==> config.mk <==
export PLATFORM = sky130hd
export DESIGN_NAME = systolic_skew_feeder
export DESIGN_NICKNAME = d
export VERILOG_FILES = /design/src/rtl/systolic_skew_feeder.sv
export SDC_FILE = /design/constraint.sdc
export NUM_CORES = 1
export LEC_CHECK = 0
export CAP_MARGIN = 20
export CORE_ASPECT_RATIO = 1.2
export CORE_MARGIN = 8
export CORE_UTILIZATION = 53
export CTS_BUF_LIST = sky130_fd_sc_hd__clkbuf_8
export DETAILED_ROUTE_END_ITERATION = 16
export GPL_TIMING_DRIVEN = 0
export PLACE_DENSITY = 0.79
export SLEW_MARGIN = 20
export SYNTH_ARGS = -nofsm -noshare
export SYNTH_HDL_FRONTEND = slang
export SYNTH_SLANG_ARGS = --single-unit
==> constraint.sdc <==
create_clock -name clock -period 3.1 [get_ports clock]
set_clock_uncertainty 0.1 [all_clocks]
set_input_delay 0.62 -clock clock [delete_from_list [all_inputs] [get_ports clock]]
set_output_delay 0.62 -clock clock [all_outputs]
set_load 0.01 [all_outputs]
==> src/rtl/systolic_skew_feeder.sv <==
`timescale 1ns/1ps
`default_nettype none
// ============================================================================
// Module   : systolic_skew_feeder
// Purpose  : Holds operand matrices A and B for an N x N systolic array and
//            streams them into the array edges with diagonal skew. Row i of A
//            enters the left edge delayed by i steps. Column j of B enters the
//            top edge delayed by j steps. Zeros pad both ends of each lane.
//            Also issues an accumulator-clear strobe ahead of the stream and a
//            completion pulse on the cycle after the last PE update.
// Ports    : clock, reset_n    - clock, async active-low reset
//            wr_en/wr_sel/wr_row/wr_col/wr_data - operand load (IDLE only)
//            start             - begin a pass (sampled in IDLE)
//            busy, acc_clr     - pass active, one-cycle accumulator clear
//            a_out, b_out      - left / top edge feeds, lane i at [W*i +: W]
//            done              - one-cycle pulse when all PE results are final
// Revision : 1.0 - initial release
// ============================================================================
module systolic_skew_feeder #(
  parameter int N = 3,
  parameter int W = 16
) (
  input  logic           clock,
  input  logic           reset_n,
  input  logic           wr_en,
  input  logic           wr_sel,
  input  logic [1:0]     wr_row,
  input  logic [1:0]     wr_col,
  input  logic [W-1:0]   wr_data,
  input  logic           start,
  output logic           busy,
  output logic           acc_clr,
  output logic [N*W-1:0] a_out,
  output logic [N*W-1:0] b_out,
  output logic           done
);

  localparam int              C_LAST   = 3*N - 3;
  localparam int              C_TW     = $clog2(C_LAST + 1);
  localparam int              C_IW     = (N > 1) ? $clog2(N) : 1;
  localparam logic [C_TW-1:0] C_T_LAST = C_TW'(C_LAST);

  typedef enum logic [1:0] {
    S_IDLE   = 2'd0,
    S_CLEAR  = 2'd1,
    S_STREAM = 2'd2,
    S_DONE   = 2'd3
  } state_t;

  state_t            r_state;
  state_t            w_state_nxt;
  logic [C_TW-1:0]   r_t;
  logic [C_TW-1:0]   w_t_nxt;
  logic [W-1:0]      r_bank_a [N][N];
  logic [W-1:0]      r_bank_b [N][N];
  logic              w_wr_fire;
  logic [N*W-1:0]    w_a_nxt;
  logic [N*W-1:0]    w_b_nxt;

  // Loads are accepted only while idle and only for in-range coordinates.
  assign w_wr_fire = wr_en && (r_state == S_IDLE) &&
                     (int'(wr_row) < N) && (int'(wr_col) < N);

  // --------------------------------------------------------------------------
  // State / step-counter register
  // --------------------------------------------------------------------------
  always_ff @(posedge clock or negedge reset_n) begin
    if (!reset_n) begin
      r_state <= S_IDLE;
      r_t     <= '0;
    end else begin
      r_state <= w_state_nxt;
      r_t     <= w_t_nxt;
    end
  end

  // --------------------------------------------------------------------------
  // Next-state logic
  // --------------------------------------------------------------------------
  always_comb begin
    w_state_nxt = r_state;
    w_t_nxt     = r_t;
    case (r_state)
      S_IDLE: begin
        if (start) begin
          w_state_nxt = S_CLEAR;
        end
      end
      S_CLEAR: begin
        w_t_nxt     = '0;
        w_state_nxt = S_STREAM;
      end
      S_STREAM: begin
        if (r_t == C_T_LAST) begin
          w_state_nxt = S_DONE;
        end else begin
          w_t_nxt = r_t + 1'b1;
        end
      end
      S_DONE: begin
        w_state_nxt = S_IDLE;
      end
      default: begin
        w_state_nxt = S_IDLE;
      end
    endcase
  end

  // --------------------------------------------------------------------------
  // Feed selection for the upcoming cycle. Computed from next state/step so
  // the edge feeds can be registered and still line up with the step they
  // belong to. Banks are frozen outside IDLE, so reading them one cycle early
  // is safe; a write coinciding with start lands before the first STREAM read.
  // --------------------------------------------------------------------------
  always_comb begin
    w_a_nxt = '0;
    w_b_nxt = '0;
    if (w_state_nxt == S_STREAM) begin
      for (int i = 0; i < N; i++) begin
        if ((int'(w_t_nxt) >= i) && (int'(w_t_nxt) - i < N)) begin
          w_a_nxt[W*i +: W] = r_bank_a[C_IW'(i)][C_IW'(int'(w_t_nxt) - i)];
          w_b_nxt[W*i +: W] = r_bank_b[C_IW'(int'(w_t_nxt) - i)][C_IW'(i)];
        end
      end
    end
  end

  // --------------------------------------------------------------------------
  // Operand banks
  // --------------------------------------------------------------------------
  always_ff @(posedge clock or negedge reset_n) begin
    if (!reset_n) begin
      for (int r = 0; r < N; r++) begin
        for (int c = 0; c < N; c++) begin
          r_bank_a[r][c] <= '0;
          r_bank_b[r][c] <= '0;
        end
      end
    end else if (w_wr_fire) begin
      if (wr_sel) begin
        r_bank_b[C_IW'(wr_row)][C_IW'(wr_col)] <= wr_data;
      end else begin
        r_bank_a[C_IW'(wr_row)][C_IW'(wr_col)] <= wr_data;
      end
    end
  end

  // --------------------------------------------------------------------------
  // Registered outputs: no combinational path from any input to any output.
  // --------------------------------------------------------------------------
  always_ff @(posedge clock or negedge reset_n) begin
    if (!reset_n) begin
      busy    <= 1'b0;
      acc_clr <= 1'b0;
      done    <= 1'b0;
      a_out   <= '0;
      b_out   <= '0;
    end else begin
      busy    <= (w_state_nxt == S_CLEAR) || (w_state_nxt == S_STREAM);
      acc_clr <= (w_state_nxt == S_CLEAR);
      done    <= (w_state_nxt == S_DONE);
      a_out   <= w_a_nxt;
      b_out   <= w_b_nxt;
    end
  end

endmodule
`default_nettype wire

==> flow_metrics.env <==
export IMPL_portion_of_synthesized_cell_area_occupied_by_the_leading_cell_type_pct=57.3
export IMPL_max_slew_margin_rel_pct=47.8
export IMPL_postLayoutSetupSlackWorst_ns=0.139
export IMPL_hold_path_startpoint="r_bank_b[118]"
export IMPL_grt_setup_unrepaired="false"
export IMPL_r2r_start="r_t[0]"
export IMPL_async_flop_share_pct=100
export IMPL_worstHoldPathType="reg2reg"
export IMPL_hold_path_endpoint="r_bank_b[118]"
export IMPL_die_h_um=178
export IMPL_clock_power_share_pct=24.3
export IMPL_critical_path_arrival_ns=3.30
export IMPL_finalCritPeriodShare_pct=95.5
export IMPL_count_of_buffers_inserted_at_the_top_level_ports=90
export IMPL_vias=7786
export IMPL_synth_lib_cells_used_distinct=45
export IMPL_clock_tree_buffer_depth=3
export IMPL_timing_critical_path_mode_cell="ha_1"
export IMPL_floorplan_initialDensity_pct=53.5
export IMPL_cellInternalPower_mw=7.92
export IMPL_grt_max_degree=103
export IMPL_timing_worst_setup_path_type="reg2reg"
export IMPL_fill_cells=1621
export IMPL_core_um2=21600
export IMPL_timing_critical_path_cells="inv_1, ha_1, nand2_1, nand4_1, and2_4, buf_12, ha_1, ha_1, inv_1, a2111oi_4, a31oi_4, buf_12, buf_4, nor2_1"
export IMPL_power_switching_mw=4.56
export IMPL_first_pass_iters=5
export IMPL_worst_setup_path_end_kind="register"
export IMPL_grt_pass1_vias=8233
export IMPL_power_per_cell_area_nw_per_um2=893
export IMPL_timing_hold_ws_ns=0.390
export IMPL_critPathSlowestCell="a2111oi_4"
export IMPL_design_die_area_um2=26800
export IMPL_grt_remaining_overflow=0
export IMPL_synth_flop_cell="dfrtp_1"
export IMPL_netlist_top_cell_by_area="dfrtp_1"
export IMPL_dp_final_hpwl_mm=18.6
export IMPL_tritoncts="yes"
export IMPL_cap_viol_max_count=0
export IMPL_total_power_mw=12.5
export IMPL_syn_area_um2=11500
export IMPL_grtUsageTotal_pct=21.2
export IMPL_dpl_worst_slack_ns=-0.875
export IMPL_wl_per_cell_um=19.6
export IMPL_crit_path_start_kind="register"
export IMPL_utilization_pct=64.8
export IMPL_crit_path_max_fanout=20
export IMPL_switching_share_pct=36.5
export IMPL_place_gp_congestion=0.798
export IMPL_clkSinkCount=264
export IMPL_final_total_negative_setup_slack_ns=0
export IMPL_synth_enable_flop_cells=0
export IMPL_synth_seq_cells=264
export IMPL_crit_required_ns=3.44
export IMPL_reg2reg_setup_slack_ns=0.14
export IMPL_synth_cells_most_frequent="dfrtp_1, mux2_2, nand2_1"
export IMPL_cts_htree_levels=2
export IMPL_timing_rr_end="b_out[31]"
export IMPL_worst_slew_pin_transition_ns=0.783
export IMPL_finalHoldViolCount=0
export IMPL_routed_wirelength_mm=27.5
export IMPL_max_vdd_ir_drop_mv=0.519
export IMPL_setup_viol=0
export IMPL_cts_reportedPaths_clkPinSlew_ns=0.06
export IMPL_synthCells=923
export IMPL_drc_violations_left=0
export IMPL_number_of_antenna_violations_at_the_first_check_in_global_routing=0
export IMPL_outcome="completed"
export IMPL_number_of_cts_inserted_buffers=42
export IMPL_pwr_share_seq_pct=36.7
export IMPL_yosysMostFrequentCell="dfrtp_1"
export IMPL_synthesis_yosys_warnings=0
export IMPL_antenna_left=0
export IMPL_areaGrowthSynthToFinish_pct=21.2
export IMPL_post_synthesis_area_per_instance_um2=12.5
export IMPL_design_final_nets=1131
export IMPL_maxSlewViolCount=0
export IMPL_min_path_cells=1
export IMPL_synth_seq_area_share_pct=57.3
export IMPL_reg2regPathDepth=14
export IMPL_drt_initial_drc_count=495
export IMPL_timing_final_crit_period_ns=2.96
export IMPL_synth_area_top_cells="dfrtp_1, mux2_2, a31oi_1"
export IMPL_critical_path_top_delay_family="adder cells"
export IMPL_clk_latency_ns=0.54
export IMPL_max_freq_ghz=0.338
export IMPL_crit_buf_inv=5
export IMPL_placement_rows=59
export IMPL_detail_route_vias_per_cell=5.56
export IMPL_combinationalPowerShare_pct=39.0
export IMPL_layout_drive_gt1_share_pct=32.3
export IMPL_clockRootBuffer="clkbuf_8"
export IMPL_cp_slowest_stage_delay_ns=0.38
export IMPL_grt_first_pass_wirelength_mm=44.3
export IMPL_ioPinCount=124
export IMPL_chipWidth_um=151
export IMPL_n_antenna_cell=0
export IMPL_power_static_leakage_nw=6.58
==> area by class of cell <==
class / count / area (um2) / area share [%]
plain buffers: 105 / 656 / 4.69
clock buffers: 59 / 812 / 5.81
repair buffers: 99 / 1030 / 7.36
multi-input cells: 572 / 4410 / 31.6
inverters: 11 / 43.8 / 0.313
flip-flops and latches: 264 / 6610 / 47.3
well taps: 274 / 343 / 2.45
clock inverters: 17 / 75.1 / 0.537
==> per-stage QoR <==
stage | cells | instance area (um2)
floorplan | 954 | 11600
global placement | 1318 | 12900
detailed placement | 1320 | 13000
CTS | 1401 | 13900
global route | 1401 | 14000
finish | 1401 | 14000
==> cell usage in the layout, fill, tap and decap left out, types with 34 or more instances in the layout <==
cell / n
buf_4: 47
a31oi_1: 64
nand2b_1: 34
clkdlybuf4s50_1: 89
dfrtp_1: 264
nand2_1: 70
mux2_2: 168
nand3_1: 64
clkbuf_8: 59
==> power groups by stage <==
stage	Combinational, mW	Sequential (mW)	Clock (mW)
3_5_place_dp	4.52	4.63	0
2_1_floorplan	2.88	4.63	0
6_report	4.87	4.58	3.03
3_3_place_gp	4.42	4.60	0
5_1_grt	5.26	4.67	3.25
4_1_cts	4.77	4.57	3.08
==> sequential cells by signal (all words and copies together), names as in the netlist <==
name / cells
a_out: 32
r_t: 3
acc_clr: 1
r_bank_b: 96
busy: 1
r_bank_a: 96
r_state: 2
b_out: 32
done: 1
==> routing by layer <==
metal | part of all wire, % | global-route usage, % | up-vias
met5 | 0 | 0 | -
met1 | 42 | 28.0 | 3914
li1 | - | - | 3526
met2 | 49 | 34.7 | 295
met4 | 2.5 | 7.35 | 0
met3 | 6.5 | 3.57 | 51
==> how the worst max path moves through the flow <==
stage | startpoint | depth (start not counted) | slack [ns] | endpoint
global route | r_t[0] | 15 | 0.002 | b_out[23]
finish | r_t[0] | 14 | 0.14 | b_out[31]
detailed placement | r_state[0] | 14 | -0.88 | a_out[21]
floorplan | r_state[0] | 15 | 0.03 | b_out[16]
CTS | r_state[0] | 13 | 0.004 | a_out[16]
global placement | reset_n | 1 | -9.72 | b_out[21]
==> cell families (layout without fill, tap and decap cells) <==
kind of cell / Yosys count / after routing / synth area share [%]
AOI/OAI and AO/OA: 105 / 105 / 6.35
xor gates and xnor gates: 1 / 1 / 0.0760
adders and majority gates: 11 / 11 / 1.19
buffers and inverters: 118 / 291 / 5.86
DFF: 264 / 264 / 57.3
muxes: 192 / 192 / 19.1
other: 1 / 32 / 0.0325
and+or+nand+nor: 231 / 231 / 10.1
==> what timing repair did <==
action,in CTS,in global routing
setup buffers,5,1
gates resized for setup,16,18
endpoints found under the hold margin,14,0
endpoints found under the setup margin,32,32
hold buffers,1,0
pin swaps,4,1
No activity file was read; power rests on OpenSTA's default activity.
